[config.mk]
export PLATFORM = sky130hd
export DESIGN_NAME = mem_bus_arbiter
export DESIGN_NICKNAME = d
export VERILOG_FILES = /design/src/rtl/mem_bus_arbiter.sv
export SDC_FILE = /design/constraint.sdc
export NUM_CORES = 1
export LEC_CHECK = 0
export ABC_AREA = 1
export BUFFER_PORTS_ARGS = -buffer_cell sky130_fd_sc_hd__buf_2
export CORE_AREA = 2 2 108 110
export DETAILED_ROUTE_END_ITERATION = 10
export DIE_AREA = 0 0 110 112
export PLACE_DENSITY = 0.67
export SLEW_MARGIN = 20
export SYNTH_ARGS = -nofsm -noshare
export SYNTH_HDL_FRONTEND = slang
export SYNTH_SLANG_ARGS = --single-unit
[constraint.sdc]
create_clock -name clk -period 1.5 [get_ports clk]
set_input_delay 0.075 -clock clk [delete_from_list [all_inputs] [get_ports clk]]
set_output_delay 0.075 -clock clk [all_outputs]
set_load 0.02 [all_outputs]
[src/rtl/mem_bus_arbiter.sv]
// mem_bus_arbiter
// Round-robin arbiter that shares one native memory port between NREQ bus
// masters (instruction fetch, load/store, DMA/video). One requester is latched
// per transaction. Its address, write data and strobes are steered onto the
// memory port, and the completion handshake is returned to it. A watchdog
// aborts transactions that the slave never acknowledges.
//
// Ports
//   clk, resetn       clock; synchronous active-low reset
//   req_valid[NREQ]   per-requester request, held stable until its req_ready
//   req_addr          flattened addresses, requester i at [i*AW +: AW]
//   req_wdata         flattened write data, requester i at [i*DW +: DW]
//   req_wstrb         flattened byte strobes (all zero = read)
//   req_ready[NREQ]   one-hot completion pulse to the granted requester
//   req_rdata         read data broadcast to all requesters (valid with req_ready)
//   bus_err           set with req_ready when the watchdog aborted the access
//   mem_valid/addr/wdata/wstrb   memory request towards the slave
//   mem_ready/rdata   slave completion and read data
//
// Handshake: a requester raises req_valid and holds it, with all its fields
// stable, until the cycle in which its req_ready bit is 1; that cycle ends the
// transaction. On the memory side mem_valid stays high with stable fields
// until the cycle in which mem_ready is 1 (or the watchdog fires).

module mem_bus_arbiter #(
    parameter int NREQ    = 2,
    parameter int AW      = 32,
    parameter int DW      = 32,
    parameter int TIMEOUT = 1024
) (
    input  logic                   clk,
    input  logic                   resetn,
    input  logic [NREQ-1:0]        req_valid,
    input  logic [NREQ*AW-1:0]     req_addr,
    input  logic [NREQ*DW-1:0]     req_wdata,
    input  logic [NREQ*DW/8-1:0]   req_wstrb,
    output logic [NREQ-1:0]        req_ready,
    output logic [DW-1:0]          req_rdata,
    output logic                   bus_err,
    output logic                   mem_valid,
    output logic [AW-1:0]          mem_addr,
    output logic [DW-1:0]          mem_wdata,
    output logic [DW/8-1:0]        mem_wstrb,
    input  logic                   mem_ready,
    input  logic [DW-1:0]          mem_rdata
);

    localparam int          SW      = DW / 8;
    localparam bit          WD_EN   = (TIMEOUT != 0);
    // Watchdog count value during the final allowed BUSY cycle.
    localparam logic [15:0] WD_LAST = 16'((TIMEOUT > 0) ? TIMEOUT - 1 : 0);

    typedef enum logic {
        IDLE = 1'b0,
        BUSY = 1'b1
    } state_t;

    state_t      state, state_nxt;
    logic [1:0]  grant, grant_nxt;
    logic [1:0]  last, last_nxt;
    logic [15:0] wdog, wdog_nxt;

    logic        any_req;
    logic [1:0]  sel_idx;
    logic        timeout_hit;
    logic        done;

    // Round-robin pick: walk from the highest-offset candidate down to
    // last+1 so that the final overwrite is the highest-priority valid one.
    always_comb begin
        any_req = 1'b0;
        sel_idx = '0;
        for (int k = NREQ; k >= 1; k--) begin
            for (int j = 0; j < NREQ; j++) begin
                if ((j == ((int'(last) + k) % NREQ)) && req_valid[j]) begin
                    any_req = 1'b1;
                    sel_idx = 2'(j);
                end
            end
        end
    end

    // Field steering from the granted requester. grant is 0 after reset, so
    // the memory port follows requester 0 while idle.
    always_comb begin
        mem_addr  = req_addr[AW-1:0];
        mem_wdata = req_wdata[DW-1:0];
        mem_wstrb = req_wstrb[SW-1:0];
        for (int j = 1; j < NREQ; j++) begin
            if (grant == 2'(j)) begin
                mem_addr  = req_addr[j*AW +: AW];
                mem_wdata = req_wdata[j*DW +: DW];
                mem_wstrb = req_wstrb[j*SW +: SW];
            end
        end
    end

    assign req_rdata   = mem_rdata;
    assign timeout_hit = WD_EN && (wdog == WD_LAST);

    // Next-state and handshake outputs.
    always_comb begin
        state_nxt = state;
        grant_nxt = grant;
        last_nxt  = last;
        wdog_nxt  = wdog;
        mem_valid = 1'b0;
        bus_err   = 1'b0;
        done      = 1'b0;

        case (state)
            IDLE: begin
                if (any_req) begin
                    grant_nxt = sel_idx;
                    wdog_nxt  = '0;
                    state_nxt = BUSY;
                end
            end
            BUSY: begin
                mem_valid = 1'b1;
                if (mem_ready) begin
                    // A slave acknowledge always wins over a coincident timeout.
                    done      = 1'b1;
                    state_nxt = IDLE;
                    last_nxt  = grant;
                end else if (timeout_hit) begin
                    done      = 1'b1;
                    bus_err   = 1'b1;
                    state_nxt = IDLE;
                    last_nxt  = grant;
                end else if (wdog != 16'hFFFF) begin
                    wdog_nxt = wdog + 16'd1;
                end
            end
            default: state_nxt = IDLE;
        endcase
    end

    always_comb begin
        req_ready = '0;
        for (int j = 0; j < NREQ; j++) begin
            req_ready[j] = done && (grant == 2'(j));
        end
    end

    always_ff @(posedge clk) begin
        if (!resetn) begin
            state <= IDLE;
            grant <= '0;
            last  <= 2'(NREQ - 1);
            wdog  <= '0;
        end else begin
            state <= state_nxt;
            grant <= grant_nxt;
            last  <= last_nxt;
            wdog  <= wdog_nxt;
        end
    end

endmodule

==> results.yml <==
cts:
  cts_tree: "done"
  clock_latency_ps: 250
  htreeDepth: 1
  ctsHoldBuffers: 0
  numCtsBuffers: 3
  cts_root_buffer: "clkbuf_16"
  cts_sinks: 19
  cts.path.max_buffers: 2
  cts.reportedPaths.clkPinSlew_ps: 60
pwr:
  p_int_w: 0.00137
  pwr-share-seq_pct: 24.8
  power.share.switching_pct: 40.5
  peakVddDrop_uv: 443
  p_leak_nw: 2.25
  comb_power_share_pct: 50.8
  clockPowerShare_pct: 24.4
  power_w: 0.00231
  switchingPower_w: 0.000936
  power.density_nw_per_um2: 604
placed_design:
  portBuffers: 212
  hpwl_um: 8620
  place_congestion: 0.830
  dpl_cell_area_um2: 3500
setup_path:
  cp_slowest_cell: "dfxtp_2"
  max_stage_delay_ps: 350
  path_max_fanout: 6
  path_delay_family: "buffers and inverters"
  path_cells: "ha_4 > nand2_4 > nor2_4 > nand2_2 > inv_2 > a21oi_4 > buf_12 > buf_4 > buf_4 > a21oi_2 > nor2_1"
  path_buf_inv: 4
  crit_type: "flip-flop to flip-flop"
  end_kind: "flip-flop"
  cp.required_ps: 1650
  reg2reg_depth: 11
  crit_arrival_ps: 1760
  crit_cells: 11
  cp_common_cell: "buf_4"
  cp-start-kind: "flip-flop"
timing:
  drv_slew: 0
  clock_skew_ps: 1.79
  setup_viol: 19
  fin_ws_ps: -114
  rsz0062_at_grt: "yes"
  period_needed_ps: 1610
  max_freq_ghz: 0.620
  max_slew_margin_pct: 64.1
  finalCritPeriodShare_pct: 108
  max_slew.worst_pin.slew_ps: 533
  hold_ws_ps: 150
  hold_viol: 0
grt:
  overflow: 0
  first_global_vias: 3209
  grt_pass1_wl_um: 16000
  antenna_found_initial: 2
  grt_usage_pct: 16.8
  grt_max_degree: 43
floorplanning:
  start_util_pct: 20.6
  rows: 39
  num_io_pins: 277
  chipWidth_um: 110
  dieArea_um2: 12300
  core-area_um2: 11200
  die_y_um: 112
final_layout:
  nFillCells: 1252
  layout-drive-gt1-share_pct: 44.5
  utilization_pct: 34.2
  layout.nets: 843
  syn2layout_area_growth_pct: 65.9
  stdcell_area_um2: 3820
routing:
  wirelength_um: 10600
  wire_per_inst_um: 13.0
  drt_iter0_drc: 160
  drc_errors: 0
  drt_first_pass_iters: 6
  dr_total_vias: 3430
  ant_nets: 0
  viasPerCell: 4.22
synth:
  synth_seq_cells: 19
  ys_seq_area_share_pct: 16.5
  synth_top_family_by_area: "simple AND/OR/NAND/NOR gates"
  synth_compound_area_share_pct: 5.00
  syn-num-nets: 634
  synth_adder_area_share_pct: 0.543
  avgSynthCellArea_um2: 5.00
  synth_simple_gate_area_share_pct: 59.3
  yosys_warnings: 0
  synth_mux_area_share_pct: 0
  synth_xor_area_share_pct: 0.761
  synthesis.instances: 460
  synth_area_um2: 2300
  ys_types: 26
min_path:
  holdCritPathClass: "primary input to output port"
  hold_depth: 0
outcome:
  status: "finished with violations"
  violations: "negative setup slack"
job:
  cap_viol_max_count: 0
-- routing by layer --
metal / track usage [%] / wire, µm / vias up
met5: 0 / 0 / -
met3: 4.57 / 887 / 25
met1: 18.7 / 3970 / 1472
li1: - / - / 1796
met4: 5.99 / 261 / 0
met2: 30.1 / 5490 / 137
-- sequential cells by signal (all words and copies together), names as in the netlist --
name,flops
last,1
state,1
grant,1
wdog,16
-- final cells by class --
cell class / count / area (µm²) / share of cell area (%)
flip-flops and latches: 19 / 385 / 10.1
inverters: 21 / 78.8 / 2.06
well taps: 143 / 179 / 4.68
clock inverters: 1 / 5.00 / 0.131
clock buffers: 3 / 75.1 / 1.97
repair buffers: 257 / 1460 / 38.3
diodes: 2 / 5.00 / 0.131
multi-input cells: 367 / 1630 / 42.7
-- kinds of logic (layout without fill, tap and decap cells) --
kind of cell,Yosys count,after routing
compound gates,19,19
xor+xnor,2,2
fa+ha+maj,1,1
buf+inv,74,282
flops,19,19
other cells,0,2
simple gates,345,345
-- what timing repair did --
| item | in CTS | in global routing |
|---|---|---|
| pin swaps | 4 | 6 |
| buffers inserted | 5 | 3 |
| endpoints found under the setup margin | 18 | 30 |
| cloned | 1 | 0 |
| resized for setup | 24 | 19 |
-- through the flow --
stage                     cells  setup WS (ps)  TNS, ps
after detailed placement    798          -92.8    -1080
after floorplan             460          -11.8    -13.2
final                       813           -114    -1670
after CTS                   808          -53.0     -778
after global placement      798          -31.0     -232
after global routing        813           -200    -3330
-- worst paths after layout --
kind	slack, ps	endpoint	from
setup / recovery	-110	wdog[1]	wdog[1]
hold / removal	150	req_rdata[10]	mem_rdata[10]
setup reg to reg	-110	wdog[1]	wdog[1]
hold reg to reg	490	last[0]	last[0]
-- Yosys cell counts, drive strengths merged --
master,number,area (µm²)
a21oi,14,81.3
buf,38,277
clkbuf,15,56.3
clkinv,1,3.75
dfxtp,19,380
ha,1,12.5
inv,20,75.1
nand2,268,1020
nand3,28,140
nand4,3,18.8
nor2,41,159
nor3,3,15.0
nor3b,1,7.51
nor4,1,6.26
o21ai,3,18.8
o21bai,2,15.0
xor2,2,17.5
-- power groups by stage --
stage          logic [W]  clock network (W)  registers [W]
4_1_cts          0.00116           0.000576       0.000567
5_1_grt          0.00130           0.000598       0.000575
3_5_place_dp     0.00111                  0       0.000576
3_3_place_gp     0.00111                  0       0.000577
6_report         0.00117           0.000564       0.000572
2_1_floorplan   0.000727                  0       0.000573
-- cells in the final DEF (no fill, tap or decap), types with 2 or more instances in the layout --
master,n
nand2_1,261
buf_2,209
buf_4,38
nor2_1,33
nand3_1,24
inv_1,15
dfxtp_1,15
a21oi_1,9
buf_6,8
inv_2,5
nor2_2,5
nand2_2,4
nand3_2,4
a21oi_2,4
dfxtp_2,4
nor2_4,3
nand4_1,3
nor3_1,3
clkbuf_16,3
diode_2,2
nand2_4,2
o21ai_0,2
o21bai_1,2
xor2_1,2
buf_12,2
-- worst register-to-register path, cell delays in order (launching register included) --
cell and delay (ps):
dfxtp_2 350, ha_4 160, nand2_4 60, nor2_4 120, nand2_2 80, inv_2 80
a21oi_4 70, buf_12 140, buf_4 140, buf_4 140, a21oi_2 120, nor2_1 50
Note: power is estimated with default switching activity, not from simulation.
